--- config.mk ---
export PLATFORM = sky130hd
export DESIGN_NAME = bomb_fuse_ctrl
export DESIGN_NICKNAME = d
export VERILOG_FILES = /design/src/rtl/bomb_fuse_ctrl.sv
export SDC_FILE = /design/constraint.sdc
export NUM_CORES = 1
export LEC_CHECK = 0
export ABC_CLOCK_PERIOD_IN_PS = 4750
export BUFFER_PORTS_ARGS = -buffer_cell sky130_fd_sc_hd__buf_2
export CORE_MARGIN = 2
export CORE_UTILIZATION = 25
export CTS_CLUSTER_SIZE = 25
export DETAILED_ROUTE_END_ITERATION = 16
export PLACE_DENSITY = 0.5
export RECOVER_POWER = 100
export REMOVE_ABC_BUFFERS = 1
export SYNTH_ARGS = -nofsm -noshare
export SYNTH_HDL_FRONTEND = slang
export SYNTH_SLANG_ARGS = --single-unit
--- constraint.sdc ---
create_clock -name clk -period 4.75 [get_ports clk]
set_clock_uncertainty 0.1 [all_clocks]
set_input_delay 0.95 -clock clk [delete_from_list [all_inputs] [get_ports clk]]
set_output_delay 0.95 -clock clk [all_outputs]
set_load 0.01 [all_outputs]
--- src/rtl/bomb_fuse_ctrl.sv ---
// Bomb fuse controller: arms the BCD fuse down-counter and sequences ARM/FUSE/EXPLODE/COOLDOWN.
// Optional BOMB_PAUSE_EN adds a pause input that freezes tick-driven progress.
module bomb_fuse_ctrl #(
    parameter int FUSE_SECONDS   = 3,
    parameter int BLINK_AT       = 1,
    parameter int EXPLODE_TICKS  = 2,
    parameter int COOLDOWN_TICKS = 1
) (
    input  logic       clk,
    input  logic       reset,
    input  logic       one_sec,
    input  logic       place_req,
    input  logic       chain_hit,
`ifdef BOMB_PAUSE_EN
    input  logic       pause,
`endif
    input  logic [3:0] cnt_count,
    input  logic       cnt_tc,
    output logic       cnt_loadN,
    output logic       cnt_enable,
    output logic [3:0] cnt_datain,
    output logic       bomb_active,
    output logic       bomb_blink,
    output logic       exploding,
    output logic       explode_start,
    output logic       busy
);

    localparam int FUSE_V  = (FUSE_SECONDS < 1) ? 1 : (FUSE_SECONDS > 9) ? 9 : FUSE_SECONDS;
    localparam int BLINK_V = (BLINK_AT < 0) ? 0 : (BLINK_AT > 15) ? 15 : BLINK_AT;
    localparam int EXP_V   = (EXPLODE_TICKS < 1) ? 1 : (EXPLODE_TICKS > 15) ? 15 : EXPLODE_TICKS;
    localparam int COOL_V  = (COOLDOWN_TICKS < 0) ? 0 : (COOLDOWN_TICKS > 15) ? 15 : COOLDOWN_TICKS;

    localparam logic [3:0] FUSE_LOAD = 4'(FUSE_V);
    localparam logic [3:0] BLINK_LVL = 4'(BLINK_V);
    localparam logic [3:0] EXP_LAST  = 4'(EXP_V - 1);
    localparam logic [3:0] COOL_LAST = 4'((COOL_V == 0) ? 0 : COOL_V - 1);

    if (FUSE_SECONDS < 1 || FUSE_SECONDS > 9) begin : g_fuse_range
        $warning("bomb_fuse_ctrl: FUSE_SECONDS out of 1..9, clamped");
    end
    if (EXPLODE_TICKS < 1 || EXPLODE_TICKS > 15) begin : g_exp_range
        $warning("bomb_fuse_ctrl: EXPLODE_TICKS out of 1..15, clamped");
    end
    if (COOLDOWN_TICKS < 0 || COOLDOWN_TICKS > 15) begin : g_cool_range
        $warning("bomb_fuse_ctrl: COOLDOWN_TICKS out of 0..15, clamped");
    end
    if (BLINK_AT < 0 || BLINK_AT > 15) begin : g_blink_range
        $warning("bomb_fuse_ctrl: BLINK_AT out of 0..15, clamped");
    end

    typedef enum logic [2:0] {
        S_IDLE     = 3'd0,
        S_ARM      = 3'd1,
        S_FUSE     = 3'd2,
        S_EXPLODE  = 3'd3,
        S_COOLDOWN = 3'd4
    } state_t;

    state_t     state;
    logic [3:0] tcnt;
    logic       paused;
    logic       tick;

`ifdef BOMB_PAUSE_EN
    assign paused = pause;
`else
    assign paused = 1'b0;
`endif
    assign tick = one_sec & ~paused;

    // place_req is a request without ready: it is accepted only in IDLE and dropped otherwise.
    always_ff @(posedge clk) begin
        if (reset) begin
            state         <= S_IDLE;
            tcnt          <= 4'd0;
            explode_start <= 1'b0;
        end else begin
            explode_start <= 1'b0;
            case (state)
                S_IDLE: begin
                    if (place_req) state <= S_ARM;
                end
                S_ARM: begin
                    state <= S_FUSE;
                end
                S_FUSE: begin
                    if (cnt_tc || chain_hit) begin
                        state         <= S_EXPLODE;
                        tcnt          <= 4'd0;
                        explode_start <= 1'b1;
                    end
                end
                S_EXPLODE: begin
                    if (tick) begin
                        if (tcnt == EXP_LAST) begin
                            state <= S_COOLDOWN;
                            tcnt  <= 4'd0;
                        end else begin
                            tcnt <= tcnt + 4'd1;
                        end
                    end
                end
                S_COOLDOWN: begin
                    if (COOL_V == 0) begin
                        state <= S_IDLE;
                    end else if (tick) begin
                        if (tcnt == COOL_LAST) begin
                            state <= S_IDLE;
                            tcnt  <= 4'd0;
                        end else begin
                            tcnt <= tcnt + 4'd1;
                        end
                    end
                end
                default: begin
                    state <= S_IDLE;
                    tcnt  <= 4'd0;
                end
            endcase
        end
    end

    // Gating with ~cnt_tc keeps the BCD counter from wrapping 0 -> 9 while the state catches up.
    assign cnt_loadN   = (state != S_ARM);
    assign cnt_enable  = (state == S_FUSE) & tick & ~cnt_tc;
    assign cnt_datain  = FUSE_LOAD;
    assign bomb_active = (state == S_ARM) | (state == S_FUSE);
    assign bomb_blink  = (state == S_FUSE) & (cnt_count <= BLINK_LVL);
    assign exploding   = (state == S_EXPLODE);
    assign busy        = (state != S_IDLE);

endmodule

* Word-level counts from Yosys, hierarchy flattened *
Cells that the tools add are included.

word-level totals
  register bits after elaboration = 8
  bits of input ports = 10
  logic and storage cells = 46

cells by class
  add/subtract/negate cells = 1
  magnitude comparators = 1
  equality and inequality tests = 12
  muxes and demuxes = 14
  bitwise operators = 7
  reduce and logical (&&, ||, !) cells = 8

operators with widths
  cell                   number
  $mux W4                5
  $mux W3                6
  $pmux W4 S4            1
  $pmux W3 S5            1
  $ne A2 B2 Y1 const B   5
  $eq A3 B2 Y1 const B   2
  $reduce_and A6 Y1      1
  $add A4 B1 Y4 const B  1
  $eq A4 B1 Y1 const B   1
  $le A4 B1 Y1 const B   1
  $logic_not A4 Y1       1
  $reduce_and A4 Y1      1
  $reduce_or A2 Y1       2
  $and A1 B1 Y1          3
  $eq A3 B1 Y1 const B   1
  $eq A3 B3 Y1 const B   1
  $logic_not A3 Y1       1
  $ne A3 B1 Y1 const B   1
  $not A1 Y1             3
  $reduce_bool A3 Y1     1
  $ne A2 B1 Y1 const B   1
  $logic_or A1 B1 Y1     1
  $mux W1                1
  $or A1 B1 Y1           1

* Longest topological paths before layout *
Gate-level depths: netlist of the first run.

  depth after elaboration = 4
  gate-level depth with buffers = 6
  gate-level depth less buffers = 6

* Worst setup path before layout of the first run *
Ideal clock, no wire load.

  path type = in2out
  start point = in cnt_count[1]
  end point = out bomb_blink
  arrival = 1.394 ns
  data required time = 3.700 ns
  path slack = 2.306 ns
  stages on the path = 1
  cell sequence = nor4_1

on the way
  word-level cells in the longest chain between the ends = 2

RTL lines
  element        RTL line  source
  from (decl)    17        input logic [3:0] cnt_count,
  $le A4 B1 Y1   129       assign bomb_blink = (state == S_FUSE) & (cnt_count <= BLINK_LVL);
  $and A1 B1 Y1  129
  to (decl)      23        output logic bomb_blink,

No other way between the ends.

* Worst setup path after layout of the first run *
  start point = reg state[1]
  end point = out cnt_enable

on the way
  word-level cells in the longest chain between the ends = 3

RTL lines
  element                     RTL line  source
  from (decl)                 60        state_t state;
  from (signal assigned)      75        state <= S_IDLE;
  from (signal assigned)      82        if (place_req) state <= S_ARM;
  from (signal assigned)      85        state <= S_FUSE;
  $eq A3 B2 Y1                126       assign cnt_enable = (state == S_FUSE) & tick & ~cnt_tc;
  $and A1 B1 Y1 (2 in a row)  126
  to (decl)                   20        output logic cnt_enable,

No other way between the ends.

==> run metrics, run 1 <==
total track usage=10.2%; CTS buffer count=3; Peak VDD IR=0.200 mV; Final setup violation count=0; Post-synth EDFFs=0; CTS tree=built; maxcap violations=0; die width=54.1 µm; PD cells=405 nW/µm²; RSZ-0062 raised after global routing=no; vias in the first global route=522; largest net degree at the start of global routing=17; Crit. End Element=primary output; max frequency=373 MHz; Avg Inst Size Synth=8.37 µm²; crit-path max cell delay=430 ps; Final HPWL DP=1000 µm; clock sinks=8; DRC=0; Min-Delay Path Class=flop to flop; top cell type's share of synthesized area=25.5%; post-layout min period=2680 ps; n_diodes=0; Lkg Pwr=0.264 nW; DR pass1 iterations=4; RR Startpoint=state[2]$_SDFFE_PP0P_; WHS=406 ps; Slew HR=46.8%; layout cells sized above 1=15.9%; RD Place Congestion=0.729; Placed Instances=115; final hold violations=0; hold_sp=tcnt[3]$_SDFFE_PP0P_; Longest Clk Path Bufs=2; vias=549; Crit path max-delay family=simple AND/OR/NAND/NOR gates; Distinct cells, synth=35; PostCTS Resize Cnt=0; final setup TNS=0 ps; Layout area overhead=12.0%; grt total ovfl=0; CP Class=flop to primary output; die area=2930 µm²; crit path cell chain=inv_1 -> or3_1 -> nor3b_1 -> clkbuf_1; CTS root buf=clkbuf_4; core area=2430 µm²; Slew Viols, Final=0; Post-CTS Setup Bufs=0; Final period util=56.5%; predominant post-synthesis flop cell=dfxtp_1; Post-Synthesis Cells=75; Initial Utilization=25.8%; Worst setup SP type=flop; Synth async-reset ratio=0%; critical path startpoint=state[1]$_SDFFE_PP0P_; clock transition at the registers of the reported paths=60 ps; status=finished, final reports clean; Port Buffers=15; Fillers=280; initial antenna violation count=0; Yosys warning total=0; Die Ht=54.1 µm; Clk Latency, worst-skew pair=260 ps; Yosys reg bits=8; Via density=4.65; Non-Filler Instances=118; slowest CP cell=dfxtp_1; worst path required time=3700 ps; Worst Path Arrival=1630 ps; H-tree levels=1; number of DRC markers in iteration 0=5; global-route wire length before repair=2100 µm; num ports=21; Cell Area, Synth=628 µm²; Seq/Total Area, Yosys=25.5%; Synth area leaders=dfxtp_1 (25%), ha_1 (6.0%), buf_4 (4.8%); crit path max fanout=7; post-layout util=28.9%; Rows=18; DR WL/cell=11.1 µm; overall power=0.285 mW; crit path buf inv count=2; ANT nets after route=0; Worst Tran Pin Value=778 ps; cell type with the largest total area after synthesis=dfxtp_1; Hold Buf Count CTS=0; DRT Wirelength=1310 µm; nets=103
logic make-up (layout without fill, tap and decap cells):
family                   count (synthesis)  after routing  share of synthesized area (%)
buffers and inverters                   13             24                           10.6
flip-flops                               8              8                           25.5
other                                    2              4                           1.20
AND/OR/NAND/NOR                         31             31                           30.1
multiplexers                             3              3                           6.37
adder cells (fa/ha/maj)                  3              3                           5.98
XOR/XNOR                                 2              2                           2.79
AO/OA/AOI/OAI                           13             13                           17.5
sequential cells by signal (all words and copies together) (netlist names):
| name | count |
|---|---|
| explode_start | 1 |
| state | 3 |
| tcnt | 4 |
layout make-up:
class	instances	area (µm²)	share of cell area, %
timing repair buffer	15	65.1	9.25
multi-input combinational	56	395	56.2
tap	30	37.5	5.34
sequential	8	160	22.8
inverter	6	22.5	3.20
clock buffer	3	22.5	3.20
path summary, 6_finish.rpt:
check / to / slack (ps) / cells after the start
max reg2reg: state[0]$_SDFFE_PP0P_ / 2700 / 4
min reg2reg: tcnt[3]$_SDFFE_PP0P_ / 410 / 1
min: tcnt[3]$_SDFFE_PP0P_ / 410 / 1
max: cnt_enable / 2070 / 4
placed cells by master (no fill, tap or decap), types with 2 or more instances in the layout:
cell / count
clkbuf_4: 3
clkbuf_1: 8
nor2_1: 6
inv_1: 6
nor3b_1: 2
mux2_1: 2
o2bb2ai_1: 2
dfxtp_1: 8
nor4_1: 2
nand2_1: 4
nor2b_1: 2
conb_1: 4
nor3_1: 4
o21ai_0: 2
or3_1: 3
nand3b_1: 2
buf_2: 7
nand2b_1: 2
ha_1: 3
metrics by stage:
step                area, µm²  setup slack (ps)
finish                    703              2070
detailed placement        704              2250
global route              703              1970
global placement          704              2240
floorplan                 592              2310
CTS                       727              2060
where the power goes:
group          switching (mW)  total (mW)  leakage, nW  internal, mW
Sequential             0.0241       0.102       0.0649        0.0778
Combinational          0.0734       0.130        0.185        0.0569
Clock                  0.0233      0.0522       0.0138        0.0289
Total                   0.121       0.285        0.264         0.164
cell usage after synthesis (2+ instances only):
cell type,number
nand2b_1,2
nand2_1,4
or3_1,3
nor3_1,4
nand3b_1,2
mux2_4,2
ha_1,3
nor3b_1,2
o2bb2ai_1,2
nor2b_1,2
buf_2,2
nor4_1,2
inv_1,6
a211oi_2,2
buf_4,4
nor2_1,6
conb_1,2
dfxtp_1,8
metal layers:
layer	global-route usage [%]	vias to the layer above	share of wire, %
met3	4.17	0	11
met5	0	-	0
li1	-	287	-
met2	16.7	24	44
met4	5.00	0	0
met1	11.3	238	46
(Power assumes the default switching activity.)
==> run 2, diff against run 1 <==
--- a/config.mk
+++ b/config.mk
@@ -5,7 +5,7 @@
 export SDC_FILE = /design/constraint.sdc
 export NUM_CORES = 1
 export LEC_CHECK = 0
-export ABC_CLOCK_PERIOD_IN_PS = 4750
+export ABC_CLOCK_PERIOD_IN_PS = 2550
 export BUFFER_PORTS_ARGS = -buffer_cell sky130_fd_sc_hd__buf_2
 export CORE_MARGIN = 2
 export CORE_UTILIZATION = 25
==> constraint.sdc (replaced) <==
create_clock -name clk -period 2.55 [get_ports clk]
set_clock_uncertainty 0.1 [all_clocks]
set_input_delay 0.51 -clock clk [delete_from_list [all_inputs] [get_ports clk]]
set_output_delay 0.51 -clock clk [all_outputs]
set_load 0.01 [all_outputs]
==> run 2 against run 1 <==
Sequential power rose by 88%; clock power rose by 81%; worst hold slack got worse by 6.7 ps; worst setup slack got worse by 1800 ps; non-clock buffer count did not move; combinational power rose by 90%; utilization rose by 0.15 points; highest routed layer unchanged.
==> run metrics, run 2 (synthesis gave the netlist of run 1 again) <==
status=finished, final reports clean (unchanged); crit path max fanout=7 (unchanged); vias=542 (was 549); Post-CTS Setup Bufs=0 (unchanged); Worst Path Arrival=1640 ps (was 1630 ps); Longest Clk Path Bufs=2 (unchanged); CTS root buf=clkbuf_4 (unchanged); worst path required time=1940 ps (was 3700 ps); max frequency=445 MHz; DR pass1 iterations=4 (unchanged); nets=103 (unchanged); ANT nets after route=0 (unchanged); final hold violations=0 (unchanged); global-route wire length before repair=2050 µm (was 2100 µm); R2R setup slack=450 ps (was 2700 ps); vias in the first global route=486 (was 522); multi-input logic area=398 µm² (was 395 µm²); Peak VDD IR=0.252 mV (was 0.200 mV); Die Ht=54.1 µm (unchanged); H-tree levels=1 (unchanged); Hold Buf Count CTS=0 (unchanged); commonest non-fill, non-tap cells in the layout=dfxtp_1 (8), buf_2 (8), clkbuf_1 (7) (was dfxtp_1 (8), clkbuf_1 (8), buf_2 (7)); n_diodes=0 (unchanged); CP Class=flop to primary output (unchanged); Clk Latency, worst-skew pair=250 ps (was 260 ps); die width=54.1 µm (unchanged); Slew Viols, Final=0 (unchanged); CTS buffer count=3 (unchanged); Crit. End Element=primary output (unchanged); grt total ovfl=0 (unchanged); PD cells=755 nW/µm² (was 405 nW/µm²); maxcap violations=0 (unchanged); PostCTS Resize Cnt=0 (unchanged); Lkg Pwr=0.268 nW (was 0.264 nW); Reg area=160 µm² (unchanged); core area=2430 µm² (unchanged); post-layout min period=2250 ps; DRC=0 (unchanged); most flop-heavy register=tcnt (unchanged); Final setup violation count=0 (unchanged); clock sinks=8 (unchanged); Via density=4.59 (was 4.65); Worst Tran Pin Value=598 ps (was 778 ps); Final HPWL DP=965 µm (was 1000 µm); initial antenna violation count=0 (unchanged); clock transition at the registers of the reported paths=50 ps (was 60 ps); DRT Wirelength=1280 µm (was 1310 µm); num ports=21 (unchanged); overall power=0.534 mW (was 0.285 mW); R2R cell count=4 (unchanged); final setup TNS=0 ps (unchanged); largest net degree at the start of global routing=17 (unchanged); Port Buffers=15 (unchanged); Rows=18 (unchanged); number of DRC markers in iteration 0=10 (was 5); DR WL/cell=10.8 µm (was 11.1 µm); Initial Utilization=25.8% (unchanged); layout cells sized above 1=17.0% (was 15.9%); Worst setup SP type=flop (unchanged); Fillers=287 (was 280); RD Place Congestion=0.732 (was 0.729); CTS tree=built (unchanged); hold depth=1 (unchanged); Slew HR=60.0% (was 46.8%); top flop regs=tcnt (4), state (3), explode_start (1) (unchanged); max FFs per register=4 (unchanged); Final period util=88.1%; Layout area overhead=12.5% (was 12.0%); RSZ-0062 raised after global routing=no (unchanged); Min-Delay Path Class=flop to flop (unchanged); total track usage=9.85% (was 10.2%); die area=2930 µm² (unchanged)
## run 2: cell count changes in the layout (fill, tap and decap cells not counted), sizes merged
cell    previous run  this run
buf                7         8
clkbuf            11        10
## run 2: layer usage
layer | track usage (%) | share of wire, % | vias up
met3 | 5.00 | 8.7 | 0
li1 | - | - | 283
met1 | 12.3 | 49 | 243
met2 | 14.9 | 42 | 16
met5 | 0 | 0 | -
met4 | 2.50 | 0 | 0
## run 2: path summary, 6_finish.rpt
check / to / from
setup / recovery: cnt_enable / state[1]$_SDFFE_PP0P_
hold / removal: tcnt[3]$_SDFFE_PP0P_ / tcnt[3]$_SDFFE_PP0P_
setup reg to reg: state[1]$_SDFFE_PP0P_ / state[2]$_SDFFE_PP0P_
hold reg to reg: tcnt[3]$_SDFFE_PP0P_ / tcnt[3]$_SDFFE_PP0P_
## run 2: metrics by stage
stage / util [%] / instance area (µm²) / setup WS [ps] / instances / hold slack, ps
finish: 29.1 / 707 / 302 / 118 / 399
global route: 29.1 / 707 / 190 / 118 / 419
CTS: 29.9 / 727 / 292 / 118 / 402
detailed placement: 29.0 / 704 / 577 / 115 / 393
global placement: 29.0 / 704 / 556 / 115 / 386
floorplan: - / 592 / 689 / 70 / 371
## run 2: final cells by class
class | count | share of cell area, %
well taps | 30 | 5.31
inverters | 6 | 3.19
repair buffers | 15 | 9.38
multi-input cells | 56 | 56.3
clock buffers | 3 | 3.19
flip-flops and latches | 8 | 22.7
## run 2: worst max-delay path: stages (launching register included)
cell and delay, ps:
dfxtp_1 440, inv_1 160, or3_1 410, nor3b_1 220, clkbuf_1 170
## run 2: where the power goes
part	internal (mW)	switching, mW	leakage, nW	total, mW
combinational	0.110	0.137	0.189	0.247
sequential	0.145	0.0475	0.0649	0.192
clock	0.0537	0.0408	0.0138	0.0945
==> run 3, diff against run 2 <==
--- a/config.mk
+++ b/config.mk
@@ -7,11 +7,13 @@
 export LEC_CHECK = 0
 export ABC_CLOCK_PERIOD_IN_PS = 2550
 export BUFFER_PORTS_ARGS = -buffer_cell sky130_fd_sc_hd__buf_2
+export CELL_PAD_IN_SITES_DETAIL_PLACEMENT = 1
+export CELL_PAD_IN_SITES_GLOBAL_PLACEMENT = 2
 export CORE_MARGIN = 2
 export CORE_UTILIZATION = 25
 export CTS_CLUSTER_SIZE = 25
 export DETAILED_ROUTE_END_ITERATION = 16
-export PLACE_DENSITY = 0.5
+export PLACE_DENSITY = 0.76
 export RECOVER_POWER = 100
 export REMOVE_ABC_BUFFERS = 1
 export SYNTH_ARGS = -nofsm -noshare
==> run 3 against run 2 <==
Die area unchanged; sequential power barely moved; first-iteration DRC count shrank 80%; final area down 0.53%; clock-buffer cell count stayed put; critical endpoint unchanged; wire length up 12%; via count grew 5.0%; utilization decreased by 0.15 points; global-route usage up 1.5 points; largest power group unchanged; critical path depth unchanged.
==> run metrics, run 3 (synthesis gave the netlist of run 1 again) <==
status=finished, final reports clean (unchanged); Worst Path Arrival=1720 ps (was 1640 ps); Slew Viols, Final=0 (unchanged); post-layout util=28.9% (was 29.1%); Layout area overhead=12.0% (was 12.5%); Min-Delay Path Class=flop to flop (unchanged); Via density=4.82 (was 4.59); Final HPWL DP=1100 µm (was 965 µm); Fillers=297 (was 287); RSZ-0062 raised after global routing=no (unchanged); Final period util=91.4% (was 88.1%); Longest Clk Path Bufs=2 (unchanged); Rows=18 (unchanged); sw frac=42.5% (was 42.2%); layout cells sized above 1=19.3% (was 17.0%); vias in the first global route=545 (was 486); Slew HR=46.0% (was 60.0%); nets=103 (unchanged); largest net degree at the start of global routing=17 (unchanged); die area=2930 µm² (unchanged); initial antenna violation count=0 (unchanged); CTS tree=built (unchanged); DR pass1 iterations=2 (was 4); final setup TNS=0 ps (unchanged); H-tree levels=1 (unchanged); R2R cell count=4 (unchanged); WHS=404 ps (was 399 ps); num ports=21 (unchanged); reg2reg end=state[0]$_SDFFE_PP0P_ (was state[1]$_SDFFE_PP0P_); PostCTS Resize Cnt=0 (unchanged); RR Startpoint=state[2]$_SDFFE_PP0P_ (unchanged); Worst Tran Pin Value=802 ps (was 598 ps); number of DRC markers in iteration 0=2 (was 10); Clock Power Share=18.2% (was 17.7%); Die Ht=54.1 µm (unchanged); sequential power share=35.1% (was 36.1%); max frequency=429 MHz (was 445 MHz); post-layout min period=2330 ps (was 2250 ps); R2R setup slack=290 ps (was 450 ps); clock sinks=8 (unchanged); Peak VDD IR=0.313 mV (was 0.252 mV); CTS buffer count=3 (unchanged); Initial Utilization=25.8% (unchanged); net switching power=0.234 mW (was 0.225 mW); critical path startpoint=state[1]$_SDFFE_PP0P_ (unchanged); Post-CTS Setup Bufs=0 (unchanged); CTS root buf=clkbuf_4 (unchanged); top flop regs=tcnt (4), state (3), explode_start (1) (unchanged); grt total ovfl=0 (unchanged); maxcap violations=0 (unchanged); worst path required time=1940 ps (about the same); DR WL/cell=12.1 µm (was 10.8 µm); final hold violations=0 (unchanged); RD Place Congestion=0.615 (was 0.732); Worst setup SP type=flop (unchanged); vias=569 (was 542); CP Class=flop to primary output (unchanged); PD cells=783 nW/µm² (was 755 nW/µm²); Lkg Pwr=0.269 nW (was 0.268 nW); commonest non-fill, non-tap cells in the layout=dfxtp_1 (8), buf_2 (8), clkbuf_1 (7) (unchanged); core area=2430 µm² (unchanged); max FFs per register=4 (unchanged); DRC=0 (unchanged); Port Buffers=15 (unchanged); DRT Wirelength=1430 µm (was 1280 µm); global-route wire length before repair=2360 µm (was 2050 µm); clock transition at the registers of the reported paths=60 ps (was 50 ps); most flop-heavy register=tcnt (unchanged); Cell Int Power=0.317 mW (was 0.308 mW); crit path max fanout=7 (unchanged); Clk Latency, worst-skew pair=260 ps (was 250 ps); Final setup violation count=0 (unchanged); die width=54.1 µm (unchanged); Hold Buf Count CTS=0 (unchanged); crit path capture=cnt_enable (unchanged); Combinational Power Share=46.7% (was 46.2%); ANT nets after route=0 (unchanged); Crit. End Element=primary output (unchanged); n_diodes=0 (unchanged); total track usage=11.3% (was 9.85%)
-- run 3: worst min-delay path by stage --
stage | start | end | slack [ps] | depth (start not counted)
floorplan | tcnt[3]$_SDFFE_PP0P_ | tcnt[3]$_SDFFE_PP0P_ | 370 | 1
global placement | tcnt[3]$_SDFFE_PP0P_ | tcnt[3]$_SDFFE_PP0P_ | 390 | 1
detailed placement | tcnt[1]$_SDFFE_PP0P_ | tcnt[1]$_SDFFE_PP0P_ | 400 | 1
CTS | tcnt[3]$_SDFFE_PP0P_ | tcnt[3]$_SDFFE_PP0P_ | 410 | 1
global route | tcnt[3]$_SDFFE_PP0P_ | tcnt[3]$_SDFFE_PP0P_ | 420 | 1
finish | tcnt[1]$_SDFFE_PP0P_ | tcnt[1]$_SDFFE_PP0P_ | 400 | 1
-- run 3: per-layer routing --
metal	vias to the layer above	track usage [%]	wire (µm)
met5	-	0	0
li1	289	-	-
met3	0	4.44	105
met2	19	18.5	662
met1	261	13.4	665
met4	0	3.75	0
-- run 3: power groups by stage --
| stage | clock network [mW] | logic (mW) | registers, mW |
|---|---|---|---|
| after floorplan | 0 | 0.208 | 0.183 |
| after global placement | 0 | 0.280 | 0.196 |
| after detailed placement | 0 | 0.285 | 0.198 |
| after CTS | 0.109 | 0.286 | 0.195 |
| after global routing | 0.113 | 0.288 | 0.201 |
| final | 0.100 | 0.257 | 0.193 |
-- run 3: layout make-up --
type	instances	area [µm²]	area share [%]
Clock buffer	3	22.5	3.20
Multi-Input combinational cell	56	394	56.0
Timing Repair Buffer	15	66.3	9.43
Tap cell	30	37.5	5.34
Inverter	6	22.5	3.20
Sequential cell	8	160	22.8
-- run 3: worst max-delay path: stages (launching register included) --
cell      delay (ps)
dfxtp_1          450
inv_1            160
or3_1            420
nor3b_1          250
clkbuf_1         180
-- run 3: through the flow --
step	power, mW	setup slack [ps]	cells	instance area (µm²)
2_1_floorplan	0.390	689	70	592
5_1_grt	0.602	70.9	118	703
6_report	0.551	220	118	703
3_5_place_dp	0.483	501	115	704
4_1_cts	0.591	199	118	727
3_3_place_gp	0.476	544	115	704
